<file path="config.mk">
export PLATFORM = sky130hd
export DESIGN_NAME = bin_to_bcd_seq
export DESIGN_NICKNAME = d
export VERILOG_FILES = /design/src/rtl/bcd_pkg.sv /design/src/rtl/bcd_add3.sv /design/src/rtl/bin_to_bcd_seq.sv
export SDC_FILE = /design/constraint.sdc
export NUM_CORES = 1
export LEC_CHECK = 0
export BUFFER_PORTS_ARGS = -buffer_cell sky130_fd_sc_hd__buf_4
export CAP_MARGIN = 10
export CELL_PAD_IN_SITES_DETAIL_PLACEMENT = 0
export CELL_PAD_IN_SITES_GLOBAL_PLACEMENT = 2
export CORE_MARGIN = 1
export CORE_UTILIZATION = 25
export CTS_BUF_LIST = sky130_fd_sc_hd__clkbuf_8
export DETAILED_ROUTE_END_ITERATION = 7
export GPL_TIMING_DRIVEN = 0
export PLACE_DENSITY_LB_ADDON = 0.2
export SLEW_MARGIN = 30
export SYNTH_ARGS = -nofsm -noshare
export SYNTH_HDL_FRONTEND = slang
export SYNTH_SLANG_ARGS = --single-unit
</file>
<file path="constraint.sdc">
create_clock -name clk -period 2.79 [get_ports clk]
set_input_delay 0.4185 -clock clk [delete_from_list [all_inputs] [get_ports clk]]
set_output_delay 0.4185 -clock clk [all_outputs]
set_load 0.03 [all_outputs]
</file>
<file path="src/rtl/bcd_pkg.sv">
// Shared types and constants for the sequential binary-to-BCD converter.
// Optional macro BIN_TO_BCD_SAT_EN selects 9999 instead of FFFF on overflow.
package bcd_pkg;

  typedef enum logic [1:0] {
    IDLE  = 2'd0,
    SHIFT = 2'd1,
    LATCH = 2'd2
  } state_t;

  localparam int DIGIT_W    = 4;
  localparam int NUM_DIGITS = 4;
  localparam int MAX_DEC    = 9999;
  localparam int SR_W       = 14;

  // Digit pattern shown when the input does not fit in four decimal digits.
  function automatic logic [NUM_DIGITS*DIGIT_W-1:0] ovf_digits();
`ifdef BIN_TO_BCD_SAT_EN
    return 16'h9999;
`else
    return 16'hFFFF;
`endif
  endfunction

endpackage

</file>
<file path="src/rtl/bcd_add3.sv">
// Double-dabble digit adjust: add 3 to a BCD digit of 5 or more before the shift.
module bcd_add3 (
  input  logic [3:0] din,
  output logic [3:0] dout
);

  assign dout = (din >= 4'd5) ? din + 4'd3 : din;

endmodule

</file>
<file path="src/rtl/bin_to_bcd_seq.sv">
// Sequential binary-to-BCD converter, one bit per clock, MSB first (double dabble).
// Overflow display pattern is chosen by macro BIN_TO_BCD_SAT_EN (see bcd_pkg).
//
// state | meaning
// IDLE  | waiting for start, result outputs held
// SHIFT | adjust scratch digits and shift one bin bit in per cycle
// LATCH | publish digits and ovf, pulse done next cycle
module bin_to_bcd_seq
  import bcd_pkg::*;
#(
  parameter int BIN_W = 14
) (
  input  logic             clk,
  input  logic             rst_n,
  input  logic [BIN_W-1:0] bin,
  input  logic             start,
  output logic             busy,
  output logic             done,
  output logic             ovf,
  output logic [3:0]       bcd0,
  output logic [3:0]       bcd1,
  output logic [3:0]       bcd2,
  output logic [3:0]       bcd3
);

  state_t                          state;
  logic [SR_W-1:0]                 sr;
  logic [NUM_DIGITS*DIGIT_W-1:0]   scratch;
  logic [NUM_DIGITS*DIGIT_W-1:0]   adj;
  logic                            scratch_ovf;
  logic [3:0]                      cnt;

  for (genvar g = 0; g < NUM_DIGITS; g++) begin : g_adj
    bcd_add3 u_add3 (
      .din  (scratch[g*DIGIT_W +: DIGIT_W]),
      .dout (adj[g*DIGIT_W +: DIGIT_W])
    );
  end

  always_ff @(posedge clk or negedge rst_n) begin
    if (!rst_n) begin
      state       <= IDLE;
      sr          <= '0;
      scratch     <= '0;
      scratch_ovf <= 1'b0;
      cnt         <= '0;
      busy        <= 1'b0;
      done        <= 1'b0;
      ovf         <= 1'b0;
      bcd0        <= '0;
      bcd1        <= '0;
      bcd2        <= '0;
      bcd3        <= '0;
    end else begin
      done <= 1'b0;
      case (state)
        IDLE: begin
          if (start) begin
            sr          <= SR_W'(bin);
            scratch     <= '0;
            scratch_ovf <= 1'b0;
            cnt         <= 4'(BIN_W);
            busy        <= 1'b1;
            state       <= SHIFT;
          end
        end
        SHIFT: begin
          // A thousands digit carry-out means the value has passed 9999; keep it sticky.
          scratch     <= {adj[NUM_DIGITS*DIGIT_W-2:0], sr[BIN_W-1]};
          scratch_ovf <= scratch_ovf | adj[NUM_DIGITS*DIGIT_W-1];
          sr          <= {sr[SR_W-2:0], 1'b0};
          cnt         <= cnt - 4'd1;
          if (cnt == 4'd1) state <= LATCH;
        end
        LATCH: begin
          if (scratch_ovf) {bcd3, bcd2, bcd1, bcd0} <= ovf_digits();
          else             {bcd3, bcd2, bcd1, bcd0} <= scratch;
          ovf   <= scratch_ovf;
          done  <= 1'b1;
          busy  <= 1'b0;
          state <= IDLE;
        end
        default: begin
          busy  <= 1'b0;
          state <= IDLE;
        end
      endcase
    end
  end

endmodule

</file>
# Yosys cells after proc, flatten, opt, wreduce, memory -nomap -nowiden
# Index checks and enable logic that the tools add are counted.
# Widths: inputs -> output; s select.
# op_classes
n_shift	0
bitwise	2
div_mod_pow	0
n_mul	0
addsub	5
mux	22
n_reduce_logical	5
order_cmp	4
n_eq_ne	5
# op_table
op	n
$mux 4	9
$pmux 16 s2	1
$pmux 14 s2	1
$add 4x2->4 const B	4
$ge 4x3->1 const B	4
$mux 16	1
$mux 14	1
$pmux 4 s2	1
$reduce_and 2->1	3
$eq 4x1->1 const B	1
$mux 2	2
$ne 2x2->1 const B	2
$pmux 1 s2	2
$pmux 2 s2	1
$sub 4x1->4 const B	1
$mux 1	3
$eq 2x1->1 const B	1
$eq 2x2->1 const B	1
$logic_not 2->1	1
$reduce_bool 2->1	1
$not 1->1	1
$or 1x1->1	1
# totals
in_bits	17
latch_bits	0
memories	0
mem_bits_ro	0
regBits	56
wordCells	55
out_inout_bits	19
ramBits	0

# Logic depth before layout (Yosys ltp)
# logic_depth
word_depth	4
ltp_mapped	5
ltp_nobuf	5

# By module
# A second synthesis with hierarchy kept.
# unflattened
hier_cells	278
hier_area_um2	2690.1
# by_module_without_submodules
mod	instances	seq_area_each_um2	cells_each	area_per_inst_um2
bin_to_bcd_seq	1	1401.3	214	2284.7
bcd_add3	4	0.0	16	101.3

# Worst setup path before layout
# Ideal clock, no wire load.
# synth_timing
kind	register to register
startpoint	reg scratch[8]
endpoint	reg scratch[12]
required_time_ns	2.689
setup_time_ns	0.101
path_stages_with_launch	6
arrival_ns	1.177
setup_slack_ns	1.513
n_path_buf	0
period_less_slack_ns	1.277
path_cell_list	dfrtp_1 > inv_1 > ha_1 > nor2b_1 > o21a_1 > o32ai_1
# synth_between
elab_chain_cells	3
elab_cells_between_ends	4
classes_between	add/sub: 1; order compare: 1; mux: 2
# synth_rtl
element	line	source
start, declared	bin_to_bcd_seq.sv:28	logic [NUM_DIGITS*DIGIT_W-1:0] scratch;
start signal, assigned	bin_to_bcd_seq.sv:69	scratch <= {adj[NUM_DIGITS*DIGIT_W-2:0], sr[BIN_W-1]};
$add 4x2->4 or $ge 4x3->1 (tied branches)	bcd_add3.sv:7	assign dout = (din >= 4'd5) ? din + 4'd3 : din;
$mux 4 *	bcd_add3.sv:7	
$pmux 16 s2 *	bin_to_bcd_seq.sv:56	case (state)
# Every way passes the cells marked *; elsewhere a longest branch is shown, timed or not.
# A chain may end at the register's enable or synchronous reset.

# Worst setup path in the final report
# Ends and elaborated chain as after synthesis.

==> qor.yml <==
power_and_ir_drop:
  power.density_nw_per_um2: 1110
  p_comb_share_pct: 48.5
  swShare_pct: 43.1
  clkPwrFrac_pct: 13.4
  p_leak_nw: 1.48
  internal_power_w: 0.00205
  vdd_drop_max_mv: 0.310
  power_switching_w: 0.00155
  p_seq_share_pct: 38.1
clock_tree:
  cts_sinks: 56
  post_cts_resized: 0
  cts_htree_levels: 2
  cts_tree: "built"
  cts_max_path_buffers: 2
  cts_made_buffers: 5
  path_clk_slew_ns: 0.11
  postCtsHoldBufs: 0
  insertion_delay_ns: 0.31
  post-cts-setup-buffer-count: 0
  root_buffer: "clkbuf_8"
worst_setup_path:
  cp-start-kind: "flip-flop"
  cp_max_fo: 5
  worstPathRequired_ns: 3.01
  cp_cell_sequence: "inv_1 > ha_1 > nor2b_1 > o21a_1 > o32ai_1"
  end_kind: "flip-flop"
  timing.rr.start: "scratch[8]"
  rrSetupSlack_ns: 1.30
  worst-setup-path-type: "reg2reg"
  r2r-end: "scratch[12]"
  rr_worst_depth: 5
  slowest_delay_ns: 0.45
  cpMaxStageDelayCell: "dfrtp_1"
  cp.arrival_ns: 1.71
sta:
  fin_crit_ns: 1.49
  setup_slack_ns: 1.30
  tightest_slew_ns: 0.747
  rsz0062_at_grt: "no"
  hold_slack_ns: 0.161
  fin_crit_sh_pct: 53.5
  finalHoldViolCount: 0
  finalSetupTns_ns: 0
  finClkSkew_ns: 0.00859
  max_freq_mhz: 669
  drv_slew: 0
  max-slew-margin-rel_pct: 50.2
  setup_viol: 0
detailed_routing:
  wl_um: 6640
  drt_first_iter_violations: 56
  wire_per_inst_um: 14.6
  drtAntennaViolNets: 0
  vias_per_cell: 4.59
  drc: 0
  firstDrtPassIters: 4
  num_vias: 2085
synthesis:
  syn_area_um2: 2700
  syn_area_per_cell_um2: 9.80
  synth_cells: 275
  synthDistinctLibCells: 33
  synth_ff_type: "dfrtp_1"
  ys_ff_latch: 56
  synth-adder-area-share_pct: 4.64
  synth_top_family_by_area: "compound AO/OA/AOI/OAI gates"
  seq_area_frac_synth_pct: 52.0
  synth_edf_count: 0
  post_synth_and_or_nand_nor_area_fraction_pct: 12.3
  synth_compound_area_share_pct: 22.5
  async_flop_share_pct: 100
  synthXorXnorAreaFrac_pct: 1.30
  synth_nets: 302
  muxShareOfSynthArea_pct: 0.789
  synth_warnings: 0
floorplan:
  start_util_pct: 26.0
  die_y_um: 106
  core_um2: 10400
  num_rows: 37
  pin_count: 36
  die_area_um2: 11200
  die_w_um: 106
global_routing:
  grt-ovfl-total: 0
  grt_max_degree: 57
  first_global_vias: 2194
  antenna_found_initial: 0
  grt_first_pass_wirelength_um: 11300
  grt_usage_pct: 12.9
placement:
  gp_congestion: 0.712
  hpwl_um: 4540
  place_inst: 446
  portBuffers: 35
  post-place-ws_ns: 1.33
final_layout:
  nets: 344
  area_growth_pct: 19.7
  antenna_cells: 0
  final_cells: 454
  layout-drive-gt1-share_pct: 18.6
min_path:
  min_path_type: "in2async"
job:
  cap_violations: 0
outcome:
  status: "completed"
cell usage after synthesis (2+ instances only):
| library cell | instances | area, µm² |
|---|---|---|
| dfrtp_1 | 56 | 1400 |
| nand2_1 | 39 | 146 |
| o21ai_0 | 27 | 135 |
| inv_1 | 21 | 78.8 |
| nor2_1 | 21 | 78.8 |
| a22oi_1 | 14 | 105 |
| ha_1 | 10 | 125 |
| buf_2 | 9 | 45.0 |
| o21ai_1 | 9 | 45.0 |
| o2111ai_1 | 8 | 70.1 |
| nand2b_1 | 7 | 43.8 |
| o31ai_1 | 6 | 45.0 |
| a32o_1 | 5 | 50.1 |
| clkbuf_1 | 4 | 15.0 |
| nor2b_1 | 4 | 25.0 |
| o211ai_1 | 4 | 30.0 |
| o21a_1 | 4 | 30.0 |
| o221ai_1 | 4 | 35.0 |
| xnor2_1 | 4 | 35.0 |
| o32ai_1 | 3 | 26.3 |
| a21oi_1 | 2 | 10.0 |
| buf_4 | 2 | 15.0 |
| buf_6 | 2 | 22.5 |
registers in the layout, summed over array words and instances (netlist names):
name         cells
bcd3             4
bcd1             4
done             1
bcd0             4
scratch         16
state            2
scratch_ovf      1
ovf              1
cnt              4
busy             1
bcd2             4
sr              14
power groups by stage:
stage / Combinational (W) / Sequential (W) / Clock (W)
after detailed placement: 0.00177 / 0.00138 / 0
after floorplan: 0.00110 / 0.00149 / 0
final: 0.00174 / 0.00137 / 0.000483
after global placement: 0.00176 / 0.00139 / 0
after global routing: 0.00197 / 0.00142 / 0.000544
after CTS: 0.00178 / 0.00137 / 0.000512
cell usage in the layout (no fill, tap or decap), types with 8 or more instances in the layout:
master and count:
nor2_1 21, nand2_1 39, o2111ai_1 8, inv_1 21
dfrtp_1 56, buf_2 9, o21ai_0 27, a22oi_1 14
o21ai_1 9, buf_4 37, ha_1 10
stage by stage:
stage | total power [W] | cell area [µm²] | utilization (%)
CTS | 0.00366 | 3230 | 31.1
global route | 0.00393 | 3230 | 31.1
global placement | 0.00315 | 3130 | 30.2
detailed placement | 0.00316 | 3130 | 30.2
finish | 0.00359 | 3230 | 31.1
floorplan | 0.00260 | 2700 | -
worst max-delay path by stage:
stage,from,end,slack (ns),cells past startpoint
after global placement,scratch[0],scratch[4],1.31,5
final,scratch[8],scratch[12],1.30,5
after floorplan,scratch[8],scratch[12],1.51,5
after global routing,scratch[8],scratch[12],1.15,5
after CTS,scratch[12],scratch_ovf,1.30,5
after detailed placement,scratch[8],scratch[12],1.33,5
cell type report:
cell class                 instances  area (µm²)
buffer                            17        97.6
tap                              136         170
fill                            1136        7140
clock inverter                     2        15.0
sequential                        56        1400
clock buffer                       6        82.6
inverter                          21        78.8
multi-input combinational        181        1120
timing repair buffer              35         263
routing by layer:
| layer | global-route usage, % | vias to the layer above | wire length, µm |
|---|---|---|---|
| li1 | - | 1048 | - |
| met1 | 18.4 | 997 | 3410 |
| met2 | 19.9 | 36 | 2980 |
| met3 | 2.29 | 4 | 203 |
| met4 | 3.37 | 0 | 50 |
| met5 | 0 | - | 0 |
critical path: cells and delay by family (launching register included):
| family | cells | cell delay (ns) |
|---|---|---|
| buffers and inverters | 1 | 0.10 |
| AND/OR/NAND/NOR | 1 | 0.16 |
| flip-flops | 1 | 0.45 |
| AO/OA/AOI/OAI | 2 | 0.45 |
| adder cells (fa/ha/maj) | 1 | 0.23 |
logic make-up (layout without fill, tap and decap cells):
kind of cell | count (synthesis) | in the layout
compound gates | 89 | 89
mux | 2 | 2
flops | 56 | 56
fa+ha+maj | 10 | 10
simple gates | 76 | 76
buf+inv | 38 | 81
xor+xnor | 4 | 4
No activity file was read; power rests on OpenSTA's default activity.
